`config.mk`:
```
export PLATFORM = sky130hd
export DESIGN_NAME = key_debounce
export DESIGN_NICKNAME = d
export VERILOG_FILES = /design/src/rtl/lab_pkg.sv /design/src/rtl/sync_2ff.sv /design/src/rtl/key_debounce.sv
export SDC_FILE = /design/constraint.sdc
export NUM_CORES = 1
export LEC_CHECK = 0
export ABC_CLOCK_PERIOD_IN_PS = 2150
export BUFFER_PORTS_ARGS = -buffer_cell sky130_fd_sc_hd__buf_4
export CORE_ASPECT_RATIO = 0.9
export CORE_MARGIN = 1
export CORE_UTILIZATION = 35
export DETAILED_ROUTE_END_ITERATION = 6
export PLACE_DENSITY = 0.59
export RECOVER_POWER = 50
export SYNTH_ARGS = -nofsm -noshare
export SYNTH_HDL_FRONTEND = slang
export SYNTH_SLANG_ARGS = --single-unit
```
`constraint.sdc`:
```
create_clock -name clk -period 2.15 [get_ports clk]
set_input_delay 0 -clock clk [delete_from_list [all_inputs] [get_ports clk]]
set_output_delay 0 -clock clk [all_outputs]
set_load 0.02 [all_outputs]
```
`src/rtl/lab_pkg.sv`:
```
// Shared definitions for the pushbutton front end: FSM state encoding and
// the 50 MHz default timing constants used by the top-level parameters.
`timescale 1ns/1ps
package lab_pkg;

  typedef enum logic [2:0] {
    IDLE       = 3'd0,
    DB_PRESS   = 3'd1,
    HELD       = 3'd2,
    RPT        = 3'd3,
    DB_RELEASE = 3'd4
  } db_state_e;

  // 50 MHz system clock: 20 ms debounce, 0.5 s hold, 100 ms repeat period.
  localparam int unsigned CLK_HZ                = 50_000_000;
  localparam int unsigned DEBOUNCE_CYCLES_50MHZ = 1_000_000;
  localparam int unsigned HOLD_CYCLES_50MHZ     = 25_000_000;
  localparam int unsigned REPEAT_CYCLES_50MHZ   = 5_000_000;
  localparam int unsigned CNT_W_50MHZ           = 25;

endpackage : lab_pkg

```
`src/rtl/sync_2ff.sv`:
```
// Two-flop synchroniser for slow asynchronous inputs (buttons, switches).
// Both stages load rst_val_i on reset so a released input reads idle.
`timescale 1ns/1ps
module sync_2ff #(
  parameter int unsigned W = 1
) (
  input  logic         clk,
  input  logic         rst,
  input  logic [W-1:0] rst_val_i,
  input  logic [W-1:0] d_i,
  output logic [W-1:0] q_o
);

  logic [W-1:0] meta_q;
  logic [W-1:0] sync_q;

  // NOTE: sequential state uses non-blocking assignments so every flop
  // samples the pre-edge value; blocking here would collapse the two stages.
  always_ff @(posedge clk or posedge rst) begin
    if (rst) begin
      meta_q <= rst_val_i;
      sync_q <= rst_val_i;
    end else begin
      meta_q <= d_i;
      sync_q <= meta_q;
    end
  end

  assign q_o = sync_q;

endmodule : sync_2ff

```
`src/rtl/key_debounce.sv`:
```
// Debounced pushbutton conditioner: synchronises an active-low key and emits
// registered step pulses (press and auto-repeat) plus a release pulse.
`timescale 1ns/1ps
module key_debounce
  import lab_pkg::*;
#(
  parameter int unsigned DEBOUNCE_CYCLES = DEBOUNCE_CYCLES_50MHZ,
  parameter int unsigned HOLD_CYCLES     = HOLD_CYCLES_50MHZ,
  parameter int unsigned REPEAT_CYCLES   = REPEAT_CYCLES_50MHZ,
  parameter bit          REPEAT_EN       = 1'b1,
  parameter int unsigned CNT_W           = CNT_W_50MHZ
) (
  input  logic clk,
  input  logic R,
  input  logic key_n,
  output logic pressed,
  output logic step,
  output logic release_p
);

  localparam logic [CNT_W-1:0] DB_LAST   = CNT_W'(DEBOUNCE_CYCLES - 1);
  localparam logic [CNT_W-1:0] HOLD_LAST = CNT_W'(HOLD_CYCLES - 1);
  localparam logic [CNT_W-1:0] RPT_LAST  = CNT_W'(REPEAT_CYCLES - 1);

  logic             key_sync;
  logic             key_s;
  db_state_e        state_q, state_d;
  logic [CNT_W-1:0] cnt_q, cnt_d;
  logic             pressed_q, pressed_d;
  logic             step_q, step_d;
  logic             release_q, release_d;

  sync_2ff #(.W(1)) u_key_sync (
    .clk       (clk),
    .rst       (R),
    .rst_val_i (1'b1),
    .d_i       (key_n),
    .q_o       (key_sync)
  );

  assign key_s = ~key_sync;

  always_ff @(posedge clk or posedge R) begin
    if (R) begin
      state_q   <= IDLE;
      cnt_q     <= '0;
      pressed_q <= 1'b0;
      step_q    <= 1'b0;
      release_q <= 1'b0;
    end else begin
      state_q   <= state_d;
      cnt_q     <= cnt_d;
      pressed_q <= pressed_d;
      step_q    <= step_d;
      release_q <= release_d;
    end
  end

  // NOTE: every signal driven here gets a default first, so no path through
  // the case statement can leave one unassigned and infer a latch.
  always_comb begin
    state_d   = state_q;
    cnt_d     = cnt_q + 1'b1;
    pressed_d = pressed_q;
    step_d    = 1'b0;
    release_d = 1'b0;

    unique case (state_q)
      IDLE: begin
        if (key_s) begin
          state_d = DB_PRESS;
          cnt_d   = '0;
        end
      end

      DB_PRESS: begin
        if (!key_s) begin
          state_d = IDLE;
          cnt_d   = '0;
        end else if (cnt_q == DB_LAST) begin
          state_d   = HELD;
          cnt_d     = '0;
          step_d    = 1'b1;
          pressed_d = 1'b1;
        end
      end

      HELD: begin
        if (!key_s) begin
          state_d = DB_RELEASE;
          cnt_d   = '0;
        end else if (cnt_q == HOLD_LAST) begin
          if (REPEAT_EN) begin
            state_d = RPT;
            cnt_d   = '0;
            step_d  = 1'b1;
          end else begin
            cnt_d = cnt_q;
          end
        end
      end

      RPT: begin
        if (!key_s) begin
          state_d = DB_RELEASE;
          cnt_d   = '0;
        end else if (cnt_q == RPT_LAST) begin
          cnt_d  = '0;
          step_d = 1'b1;
        end
      end

      DB_RELEASE: begin
        // A bounce back to pressed restarts the hold timer from zero.
        if (key_s) begin
          state_d = HELD;
          cnt_d   = '0;
        end else if (cnt_q == DB_LAST) begin
          state_d   = IDLE;
          cnt_d     = '0;
          pressed_d = 1'b0;
          release_d = 1'b1;
        end
      end

      default: begin
        state_d = IDLE;
        cnt_d   = '0;
      end
    endcase
  end

  assign pressed   = pressed_q;
  assign step      = step_q;
  assign release_p = release_q;

endmodule : key_debounce

```
==> results.txt <==
The flow ran to the end, but the final reports show violations. The final reports fail on negative setup slack. The routed wire length per instance came out at 14.6 um. The number of warnings issued by yosys came out at 0. The TritonCTS clock tree is built. In this run the most critical hold path is launched from u_key_sync.meta_q.

The number of diodes added for antenna fixing came out at 0. After the last flow step, the layout net total stands at 216. The overall die area is 5270 um^2. Cells fill 48.4% of the core in the end. The number of vias in the routed layout came out at 1,442. STA classifies the critical path startpoint as a register. The data arrival time of the worst path came out at 2320 ps. The worst register-to-register path begins at cnt_q[10].

The hold path depth came out at 0. The DRC violation total after the first TritonRoute iteration came out at 108. In this run the worst path has a maximum fanout of 12.

The global-route wire length before repair is 6.23 mm. The number of H-tree branching levels is 2. The register bit total from synthesis came out at 33. The portion of the post-synthesis area used by sequential elements is 47.5%. The initial core utilization came out at 37.9%. The clock transition time at the flip-flop clock pins of the worst setup and hold paths came out at 70 ps. The summed area of non-filler cells in the final layout came out at 2230 um^2. The clock insertion delay at the later pin of the skew report came out at 280 ps. The power after layout came out at 1.18 mW. The number of maximum-capacitance violations is 0. The total count of max-transition violations in the final report came to 0.

The setup path with the least slack is of type register to register. The floorplan step set the die height to 68.9 um. The layout filler cell count is 441. The via count of the first global-routing pass is 1,310. The minimum period implied by the final worst setup slack is 2150 ps. The worst setup path is captured at a register. In this run the critical register-to-register path is captured at cnt_q[11]. The iteration count of the initial detailed-routing pass is 5.

Once detail routing completed, the nets flagged for antenna violations numbered 0. The proportion of register bits with asynchronous set or reset after synthesis is 100%. For this run the aggregate overflow at the end of global routing stands at 0.

In the finished design, the share of the clock period the worst path needs comes to 100%. Relative to the synthesized area, the layout overhead comes to 27.9%. The distinct cell type count after synthesis is 36. The worst max-slew margin expressed relative to the limit is 45.1%. The horizontal die dimension is 76.4 um. In the layout the commonest cells are sky130_fd_sc_hd__nor2_1, sky130_fd_sc_hd__dfrtp_1, sky130_fd_sc_hd__xor2_1.

The final critical-path setup slack came out at -3.58 ps. After detailed routing, the number of remaining DRC violations is 0. At the placement stage, the worst setup path has a slack of 56.2 ps.

In this run the static leakage power is 0.889 nW. The endpoint required time on the critical path came out at 2320 ps. On the final layout, the worst clock skew is 6.01 ps.

After detailed routing, the total wire length is 4.02 mm. The sink count of the clock tree is 33. In this run the cell area of the synthesized design comes to 1740 um^2. During I/O placement, the number of pins put on the boundary was 6.

In the final layout, the share of cells above drive strength 1 is 23.5%. The register-to-register path setup slack came out at -4 ps. The root cell of the clock tree is sky130_fd_sc_hd__clkbuf_8. The endpoint of the worst hold path is u_key_sync.q_o.

The synthesized instance count is 184. The HPWL after detailed placement is 2.45 mm. The share of the synthesized area in the top cell type came out at 44.5%. The number of hold violations in the final report is 0.

The achievable clock frequency is 0.464 GHz. In the post-synthesis netlist, the biggest area contributors are sky130_fd_sc_hd__dfrtp_1, sky130_fd_sc_hd__xor2_1, sky130_fd_sc_hd__nor2_1. Entering global routing, the biggest net connects 34 pins. The number of enable-type register cells in the synthesized netlist came out at 0. Across every metal layer, demand over resource in global routing totals 15.5%. The maximum clock insertion buffer count came out at 2. The cell type contributing the most total cell area after synthesis is sky130_fd_sc_hd__dfrtp_1.

The mean number of vias per cell came out at 5.24. The area of the placeable core is 4600 um^2. At the end of routability-driven placement, the weighted congestion stood at 0.800. The number of antenna violations at the first check in global routing was 0.

Each instance of the synthesized netlist takes up on average 9.47 um^2. IR analysis of the VDD net gives a maximum drop of 0.199 mV. The power density over the cells is 528 nW/um^2. The cell area reported after detailed placement is 1940 um^2.

Among all flip-flop cells after synthesis, the most frequent one is sky130_fd_sc_hd__dfrtp_1. At the pin with the least slew margin, the transition time is 823 ps. In this run the worst hold path is classified as register to register. The setup violation total in the final timing report came out at 2. The synthesized netlist net count is 188. The TritonCTS buffer count is 5. Setup repair after global routing could not meet its margin everywhere.

The number of cells on the worst reg-to-reg path is 8. The count of port buffers added during placement came out at 5. The count of standard-cell rows is 23.
==> kinds of logic after synthesis <==
kind of cell	share of synthesized area [%]
AND/OR/NAND/NOR	31.1
flip-flops	47.5
XOR/XNOR	11.6
buffers and inverters	3.66
AO/OA/AOI/OAI	4.88
multiplexers	0.574
adder cells (fa/ha/maj)	0.718
==> state kept, by name (all words and copies together), names as in the netlist <==
signal and flops:
release_p 1, cnt_q 25, u_key_sync.q_o 1, state_q 3, u_key_sync.meta_q 1, pressed 1
step 1
==> final cells by class <==
cell class	instances	area, um^2	area share (%)
Clock buffer	8	80.1	3.59
Inverter	7	26.3	1.18
Multi-Input combinational cell	138	943	42.3
Sequential cell	33	828	37.2
Tap cell	62	77.6	3.48
Timing Repair Buffer	27	273	12.2
==> timing repair <==
| action | in CTS | in global routing |
|---|---|---|
| hold endpoints to repair | 32 | 0 |
| gates resized for setup | 0 | 19 |
| hold buffers | 2 | 0 |
| setup buffers | 0 | 4 |
| endpoints found under the setup margin | 0 | 27 |
==> routing by layer <==
layer  track usage (%)  vias to the layer above  wire [um]
li1                  -                      701          -
met1              20.8                      718       1950
met2              23.9                       19       1910
met3              3.95                        4        103
met4              6.73                        0         58
met5                 0                        -          0
==> synthesized netlist by cell type, types with 2 or more instances <==
library cell and instances:
sky130_fd_sc_hd__xnor2_1 5, sky130_fd_sc_hd__nor4_1 6, sky130_fd_sc_hd__nand3_1 14, sky130_fd_sc_hd__inv_1 7, sky130_fd_sc_hd__and2_1 3, sky130_fd_sc_hd__nor3_1 4, sky130_fd_sc_hd__dfstp_2 2, sky130_fd_sc_hd__xor2_1 18
sky130_fd_sc_hd__dfrtp_1 31, sky130_fd_sc_hd__nand4_1 12, sky130_fd_sc_hd__and3_1 3, sky130_fd_sc_hd__nor2b_1 2, sky130_fd_sc_hd__nor2_1 36, sky130_fd_sc_hd__clkbuf_1 4, sky130_fd_sc_hd__and4_1 3, sky130_fd_sc_hd__buf_6 2
sky130_fd_sc_hd__nand2_1 12, sky130_fd_sc_hd__a21oi_1 2
==> power breakdown <==
group / switching [mW] / internal [mW] / total (mW)
Sequential: 0.00950 / 0.630 / 0.640
Clock: 0.221 / 0.230 / 0.451
Combinational: 0.0445 / 0.0412 / 0.0857
==> per-stage QoR <==
step	setup TNS (ps)	hold WS (ps)	cells
after floorplan	0	4.48	184
after global placement	0	109	259
after detailed placement	0	111	259
after CTS	0	357	269
after global routing	-1180	361	275
final	-4.26	356	275
==> critical path, cell delays in order (launching register included) <==
cell and delay (ps):
sky130_fd_sc_hd__dfrtp_1 380, sky130_fd_sc_hd__or4_4 550, sky130_fd_sc_hd__nor4_4 150, sky130_fd_sc_hd__buf_6 170, sky130_fd_sc_hd__o2111ai_4 150, sky130_fd_sc_hd__a211oi_4 260, sky130_fd_sc_hd__buf_6 160, sky130_fd_sc_hd__clkbuf_16 160
sky130_fd_sc_hd__nor2_1 50
==> worst max-delay path by stage <==
stage / startpoint / cells after the start / endpoint / slack (ps)
2_1_floorplan: cnt_q[10] / 6 / cnt_q[15] / 2
3_3_place_gp: cnt_q[10] / 7 / cnt_q[21] / 90
3_5_place_dp: cnt_q[20] / 6 / pressed / 60
4_1_cts: cnt_q[20] / 6 / pressed / 20
5_1_grt: cnt_q[20] / 7 / cnt_q[0] / -60
6_report: cnt_q[10] / 8 / cnt_q[11] / -4
Note: power is estimated with default switching activity, not from simulation.
